==> config.mk <==
export PLATFORM = sky130hd
export DESIGN_NAME = uart_frame_parser
export DESIGN_NICKNAME = d
export VERILOG_FILES = /design/src/rtl/uart_frame_pkg.sv /design/src/rtl/uart_frame_buf.sv /design/src/rtl/uart_frame_parser.sv
export SDC_FILE = /design/constraint.sdc
export NUM_CORES = 1
export LEC_CHECK = 0
export ABC_AREA = 0
export CORE_AREA = 5 5 147 149
export DETAILED_ROUTE_END_ITERATION = 12
export DIE_AREA = 0 0 152 154
export REMOVE_ABC_BUFFERS = 1
export SYNTH_ARGS = -nofsm -noshare
export SYNTH_HDL_FRONTEND = slang
export SYNTH_HIERARCHICAL = 1
export SYNTH_SLANG_ARGS = --single-unit
==> constraint.sdc <==
create_clock -name clk -period 3.5 [get_ports clk]
set_input_delay 0.35 -clock clk [delete_from_list [all_inputs] [get_ports clk]]
set_output_delay 0.35 -clock clk [all_outputs]
set_load 0.01 [all_outputs]
==> src/rtl/uart_frame_pkg.sv <==
// Shared types and constants for the UART frame parser.
// Build option: UART_PARSER_TIMEOUT_EN enables the inter-byte gap timeout.
package uart_frame_pkg;

  // Start-of-frame marker.
  localparam logic [7:0] SOF = 8'hA5;

  // Parser states.
  typedef enum logic [2:0] {
    S_IDLE,
    S_LEN,
    S_PAYLOAD,
    S_CSUM,
    S_OUT
  } state_t;

  // Cause reported with a dropped frame.
  typedef enum logic [1:0] {
    ERR_NONE    = 2'd0,
    ERR_LEN     = 2'd1,
    ERR_CSUM    = 2'd2,
    ERR_TIMEOUT = 2'd3
  } err_t;

  // States in which the parser is collecting bytes of a started frame.
  function automatic logic in_frame(state_t s);
    return (s == S_LEN) || (s == S_PAYLOAD) || (s == S_CSUM);
  endfunction

endpackage

==> src/rtl/uart_frame_buf.sv <==
// Payload buffer: register array, synchronous write, asynchronous read.
// Build option: none (UART_PARSER_TIMEOUT_EN only affects the top).
module uart_frame_buf #(
  parameter int WIDTH = 8,
  parameter int DEPTH = 16,
  parameter int AW    = 4
) (
  input  logic             clk,
  input  logic             wr_en,
  input  logic [AW-1:0]    wr_addr,
  input  logic [WIDTH-1:0] wr_data,
  input  logic [AW-1:0]    rd_addr,
  output logic [WIDTH-1:0] rd_data
);

  logic [WIDTH-1:0] mem [DEPTH];

  // Store one payload byte per write strobe.
  always_ff @(posedge clk) begin
    if (wr_en) begin
      mem[wr_addr] <= wr_data;
    end
  end

  assign rd_data = mem[rd_addr];

endmodule

==> src/rtl/uart_frame_parser.sv <==
// UART frame parser: pops bytes from the receive FIFO, hunts for SOF,
// collects a length-prefixed payload, verifies the additive checksum and
// streams verified payloads out on a valid/ready port with a last marker.
// Build option: define UART_PARSER_TIMEOUT_EN to drop frames whose
// inter-byte gap reaches TIMEOUT cycles (err_code 3).
module uart_frame_parser
  import uart_frame_pkg::*;
#(
  parameter int WIDTH   = 8,
  parameter int MAX_LEN = 16,
  parameter int TIMEOUT = 1024
) (
  input  logic             clk,
  input  logic             rst,
  input  logic             rx_avail,
  output logic             rx_rd_en,
  input  logic [WIDTH-1:0] rx_data,
  output logic             m_valid,
  input  logic             m_ready,
  output logic [WIDTH-1:0] m_data,
  output logic             m_last,
  output logic             frame_ok,
  output logic             frame_err,
  output logic [1:0]       err_code,
  output logic [7:0]       err_cnt
);

  localparam int AW = (MAX_LEN > 1) ? $clog2(MAX_LEN) : 1;
  // One extra bit so a MAX_LEN of 256 compares correctly against a byte.
  localparam logic [WIDTH:0] MAX_LEN_W = (WIDTH+1)'(MAX_LEN);

  state_t           state_reg, state_next;
  logic             rd_en_reg, rd_en_next;
  logic             pend_reg;               // read data arrives this cycle
  logic [AW-1:0]    last_reg, last_next;    // index of final payload byte
  logic [AW-1:0]    idx_reg, idx_next;      // payload write index
  logic [AW-1:0]    rd_idx_reg, rd_idx_next;
  logic [WIDTH-1:0] sum_reg, sum_next;
  logic             m_valid_reg, m_valid_next;
  logic             frame_ok_reg, frame_ok_next;
  logic             frame_err_reg, frame_err_next;
  err_t             err_code_reg, err_code_next;
  logic [7:0]       err_cnt_reg, err_cnt_next;
  logic             buf_we;
  logic [WIDTH-1:0] buf_rd_data;
  logic             err_fire;
  err_t             err_cause;
  logic             timeout_hit;

`ifdef UART_PARSER_TIMEOUT_EN
  localparam int GW = $clog2(TIMEOUT + 1);
  logic [GW-1:0] gap_reg;

  // Gap counter: cleared by each captured byte, runs only inside a frame.
  always_ff @(posedge clk or posedge rst) begin
    if (rst) begin
      gap_reg <= '0;
    end else if (pend_reg || !in_frame(state_reg)) begin
      gap_reg <= '0;
    end else begin
      gap_reg <= gap_reg + 1'b1;
    end
  end

  assign timeout_hit = in_frame(state_reg) && !pend_reg &&
                       (gap_reg == GW'(TIMEOUT - 1));
`else
  assign timeout_hit = 1'b0;
`endif

  uart_frame_buf #(
    .WIDTH (WIDTH),
    .DEPTH (MAX_LEN),
    .AW    (AW)
  ) u_buf (
    .clk     (clk),
    .wr_en   (buf_we),
    .wr_addr (idx_reg),
    .wr_data (rx_data),
    .rd_addr (rd_idx_reg),
    .rd_data (buf_rd_data)
  );

  // Next-state, datapath and FIFO read decisions.
  always_comb begin
    state_next     = state_reg;
    last_next      = last_reg;
    idx_next       = idx_reg;
    rd_idx_next    = rd_idx_reg;
    sum_next       = sum_reg;
    m_valid_next   = m_valid_reg;
    frame_ok_next  = 1'b0;
    frame_err_next = 1'b0;
    err_code_next  = err_code_reg;
    err_cnt_next   = err_cnt_reg;
    buf_we         = 1'b0;
    err_fire       = 1'b0;
    err_cause      = ERR_NONE;

    case (state_reg)
      S_IDLE: begin
        // Non-SOF bytes are dropped silently while hunting.
        if (pend_reg && (rx_data == WIDTH'(SOF))) begin
          state_next = S_LEN;
        end
      end
      S_LEN: begin
        if (pend_reg) begin
          if ((rx_data == '0) || ({1'b0, rx_data} > MAX_LEN_W)) begin
            err_fire  = 1'b1;
            err_cause = ERR_LEN;
          end else begin
            last_next  = AW'(rx_data - 1'b1);
            sum_next   = rx_data;
            idx_next   = '0;
            state_next = S_PAYLOAD;
          end
        end
      end
      S_PAYLOAD: begin
        // SOF values inside the payload are ordinary data.
        if (pend_reg) begin
          buf_we   = 1'b1;
          sum_next = sum_reg + rx_data;
          idx_next = idx_reg + 1'b1;
          if (idx_reg == last_reg) begin
            state_next = S_CSUM;
          end
        end
      end
      S_CSUM: begin
        if (pend_reg) begin
          if (rx_data == sum_reg) begin
            frame_ok_next = 1'b1;
            m_valid_next  = 1'b1;
            rd_idx_next   = '0;
            state_next    = S_OUT;
          end else begin
            err_fire  = 1'b1;
            err_cause = ERR_CSUM;
          end
        end
      end
      S_OUT: begin
        if (m_valid_reg && m_ready) begin
          if (rd_idx_reg == last_reg) begin
            m_valid_next = 1'b0;
            state_next   = S_IDLE;
          end else begin
            rd_idx_next = rd_idx_reg + 1'b1;
          end
        end
      end
      default: state_next = S_IDLE;
    endcase

    // A timeout can only fire on a cycle with no capture, so it never
    // competes with a byte-driven transition above.
    if (timeout_hit) begin
      err_fire  = 1'b1;
      err_cause = ERR_TIMEOUT;
    end

    if (err_fire) begin
      state_next     = S_IDLE;
      frame_err_next = 1'b1;
      err_code_next  = err_cause;
      if (err_cnt_reg != 8'hFF) begin
        err_cnt_next = err_cnt_reg + 1'b1;
      end
    end

    // One read in flight at a time; decided from the next state so a read
    // may issue on the cycle right after the last beat leaves.
    rd_en_next = rx_avail && !rd_en_reg && (state_next != S_OUT);
  end

  // State and registered outputs.
  always_ff @(posedge clk or posedge rst) begin
    if (rst) begin
      state_reg     <= S_IDLE;
      rd_en_reg     <= 1'b0;
      pend_reg      <= 1'b0;
      last_reg      <= '0;
      idx_reg       <= '0;
      rd_idx_reg    <= '0;
      sum_reg       <= '0;
      m_valid_reg   <= 1'b0;
      frame_ok_reg  <= 1'b0;
      frame_err_reg <= 1'b0;
      err_code_reg  <= ERR_NONE;
      err_cnt_reg   <= '0;
    end else begin
      state_reg     <= state_next;
      rd_en_reg     <= rd_en_next;
      pend_reg      <= rd_en_reg;
      last_reg      <= last_next;
      idx_reg       <= idx_next;
      rd_idx_reg    <= rd_idx_next;
      sum_reg       <= sum_next;
      m_valid_reg   <= m_valid_next;
      frame_ok_reg  <= frame_ok_next;
      frame_err_reg <= frame_err_next;
      err_code_reg  <= err_code_next;
      err_cnt_reg   <= err_cnt_next;
    end
  end

  assign rx_rd_en  = rd_en_reg;
  assign m_valid   = m_valid_reg;
  // Gated by m_valid so the stream reads as zero outside OUT and after reset.
  assign m_data    = m_valid_reg ? buf_rd_data : '0;
  assign m_last    = m_valid_reg && (rd_idx_reg == last_reg);
  assign frame_ok  = frame_ok_reg;
  assign frame_err = frame_err_reg;
  assign err_code  = err_code_reg;
  assign err_cnt   = err_cnt_reg;

endmodule

==> impl_results.md <==
- Share of cells above drive strength 1: 0.171
- Number of buffers on the longest clock path: 2
- Number of pins exceeding their max-slew limit in the final report: 0
- Most Crowded Layer GR: met2
- Worst Path Arrival: 2.92 ns
- Post-detailed-routing wire length: 16100 um
- Total power divided by cell area: 500 nW/um2
- Initial antenna violation count: 0
- Count of clock tree sinks: 166
- Vertical die dimension: 154 um
- Required time reported for the critical path endpoint: 3.15 ns
- Met3 Track Usage GR: 0.0278
- Cell variety after synth: 57
- First-pass GRT wire length: 25800 um
- Fraction of post-synthesis cell area in the top cell type by area: 0.523
- Number of global-route vias before repair: 4528
- Peak supply drop: 0.000308 V
- Combined global-route utilization of all metal layers: 0.143
- Setup Skew: 0.0111 ns
- HP Class: primary input to async pin
- Clock transition at path regs: 0.07 ns
- Yosys top cell by area: edfxtp_1
- Max-Cap Viols: 0
- Flop and latch count out of synthesis: 166
- Fraction of registers with async set or reset after synthesis: 0.229
- DP Wirelength: 10900 um
- Worst path setup slack after routing: 0.232 ns
- Unrepaired setup endpoints after global routing: no
- Total of warnings raised by yosys: 6
- Number of hold buffers added after CTS: 0
- Element type at the critical path start: register
- Final setup violating endpoints: 0
- Most repeated cell in the gate-level netlist after synthesis: edfxtp_1
- Number of buffers inserted by port buffering: 34
- Proportion of power drawn by combinational gates: 0.075
- Clock buffer count from CTS: 17
- Signed area change from the synthesized netlist to the final layout: 18.9%
- Antenna-violating nets left: 0
- Site row count: 52
- DR pass1 iterations: 5
- Drt via density: 5.20
- Outcome: complete, no violations
- Gp weighted congestion: 0.758
- Clock Power Share: 0.413
- Initial cell density of the core: 0.367
- Post-layout utilization of the core: 0.436
- Worst setup slack after placement: 0.655 ns
- Crit path kind: register to output pin
- Ports: 35
- Endpoint kind of the worst setup timing path: output pin
- Final number of hold-violating endpoints: 0
- Sequential cell area: 4800 um2
- Flip-flop count of the largest register after layout: 128
- # H-tree levels: 4
- GR met1 Demand/Resource: 0.188
- Cell Area, Synth: 7360 um2
- Violation count after the first detailed-routing iteration: 351
- Leading cell types by total area after synthesis: edfxtp_1 (52%), dfrtp_1 (13%), mux4_2 (5.5%)
- Reg power frac: 0.512
- Sequential fraction of the synthesis area: 0.652
- F_max: 0.306 GHz
- Tightest Pin Transition: 0.873 ns
- Switching share of power: 0.250
- Number of flops mapped to enable cells by yosys: 128
- Switching component of the power: 1.09 mW
- Static Leak: 3.19 nW
- Multi-input combinational cell area: 2390 um2
- Die span in x: 152 um
- P_int: 3.28 mW
- CORE AREA: 20000 um2
- Max-Slew Margin vs Limit: 0.417
- Overflow after GRT: 0
- Vias after detailed routing: 4265
- Later-pin clock latency in the skew report: 0.42 ns
- Most instantiated flip-flop cell in the synthesis netlist: edfxtp_1
- Leading cell types by count after synthesis: edfxtp_1 (128), dfrtp_1 (38), nand2_1 (35)
- Count of nets after finishing: 562
- Routed WL per cell: 19.6 um
- Ratio of final minimum period to clock period: 0.934
- Minimum clock period: 3.27 ns
- Clock tree from TritonCTS: yes
- Average size of a mapped cell: 15.7 um2
- Die Footprint: 23400 um2
- Clock root buffer master: clkbuf_16
- Cell count after synthesis: 470
- Count of fill cells added during filler insertion: 1858
- Maximum fanout along the worst path: 19
- Setup TNS: 0 ns
- Number of antenna diodes: 0
- GRT met2 Usage: 0.242
- Resized Gates After CTS: 0
- Number of post-CTS setup repair buffers: 0
- # DRC: 0
- Pin count of the biggest net entering global routing: 24
metrics by stage:
step / total power [mW] / instance area, um2 / hold WS [ns] / instances
finish: 4.37 / 8740 / 0.405 / 820
global route: 4.56 / 8740 / 0.438 / 820
CTS: 4.43 / 8740 / 0.422 / 820
detailed placement: 2.61 / 8170 / 0.398 / 788
floorplan: 2.47 / 7250 / 0.435 / 456
global placement: 2.60 / 8170 / 0.394 / 788
per-layer routing:
metal | wire (um) | up-vias
met5 | 0 | -
met4 | 256 | 0
met3 | 606 | 17
met2 | 8150 | 96
met1 | 7060 | 2179
li1 | - | 1973
worst max-delay path: stages (launching register included):
cell and delay, ns:
dfrtp_2 0.78, buf_4 0.24, mux4_2 0.49, a22oi_1 0.24, nand2_1 0.09, and2_1 0.16, clkdlybuf4s50_1 0.48
cell families (layout without fill, tap and decap cells):
family | Yosys count | count (layout) | share of synthesized area
flip-flops | 166 | 166 | 0.652
buffers and inverters | 32 | 112 | 0.0233
AO/OA/AOI/OAI | 68 | 68 | 0.0658
AND/OR/NAND/NOR | 128 | 128 | 0.0907
adder cells (fa/ha/maj) | 13 | 13 | 0.0231
multiplexers | 39 | 39 | 0.116
XOR/XNOR | 24 | 24 | 0.0296
layout by cell type, fill, tap and decap left out, types with 3 or more instances in the layout:
master	n
a211o_1	3
a211oi_1	3
a21oi_1	7
a22oi_1	16
a31oi_1	3
and2_1	11
and3_1	3
buf_4	26
clkbuf_16	17
clkdlybuf4s50_1	34
dfrtp_1	37
edfxtp_1	128
ha_1	12
inv_1	18
inv_6	4
inv_8	5
mux2_2	6
mux4_1	14
mux4_2	18
nand2_1	35
nand2b_1	8
nand3_1	12
nand3b_1	3
nand4_1	5
nor2_1	25
nor2b_1	3
nor3_1	9
nor3b_2	3
o21ai_0	14
o22ai_1	4
xnor2_1	15
xor2_1	8
layout make-up:
| type | instances | area share |
|---|---|---|
| Tap cell | 270 | 0.0386 |
| Clock inverter | 15 | 0.0175 |
| Inverter | 18 | 0.00773 |
| Timing Repair Buffer | 62 | 0.0658 |
| Sequential cell | 166 | 0.548 |
| Clock buffer | 17 | 0.0486 |
| Multi-Input combinational cell | 272 | 0.273 |
final timing paths:
path	slack (ns)	end	depth (start not counted)	startpoint
setup / recovery	0.23	m_data[0]	6	rd_idx_reg[0]
max in group asynchronous	2.33	idx_reg[3]	3	rst
hold reg to reg	0.42	pend_reg	0	rx_rd_en
min in group clk	0.42	pend_reg	0	rx_rd_en
setup reg to reg	0.86	u_buf/mem[11][3]	5	state_reg[1]
hold / removal	0.41	err_cnt[2]	2	rst
power groups by stage:
stage	logic (mW)	clock network, mW	registers (mW)
6_report	0.327	1.80	2.24
5_1_grt	0.369	1.94	2.25
4_1_cts	0.333	1.85	2.24
3_5_place_dp	0.330	0	2.28
3_3_place_gp	0.323	0	2.28
2_1_floorplan	0.192	0	2.27
(Power assumes the default switching activity.)
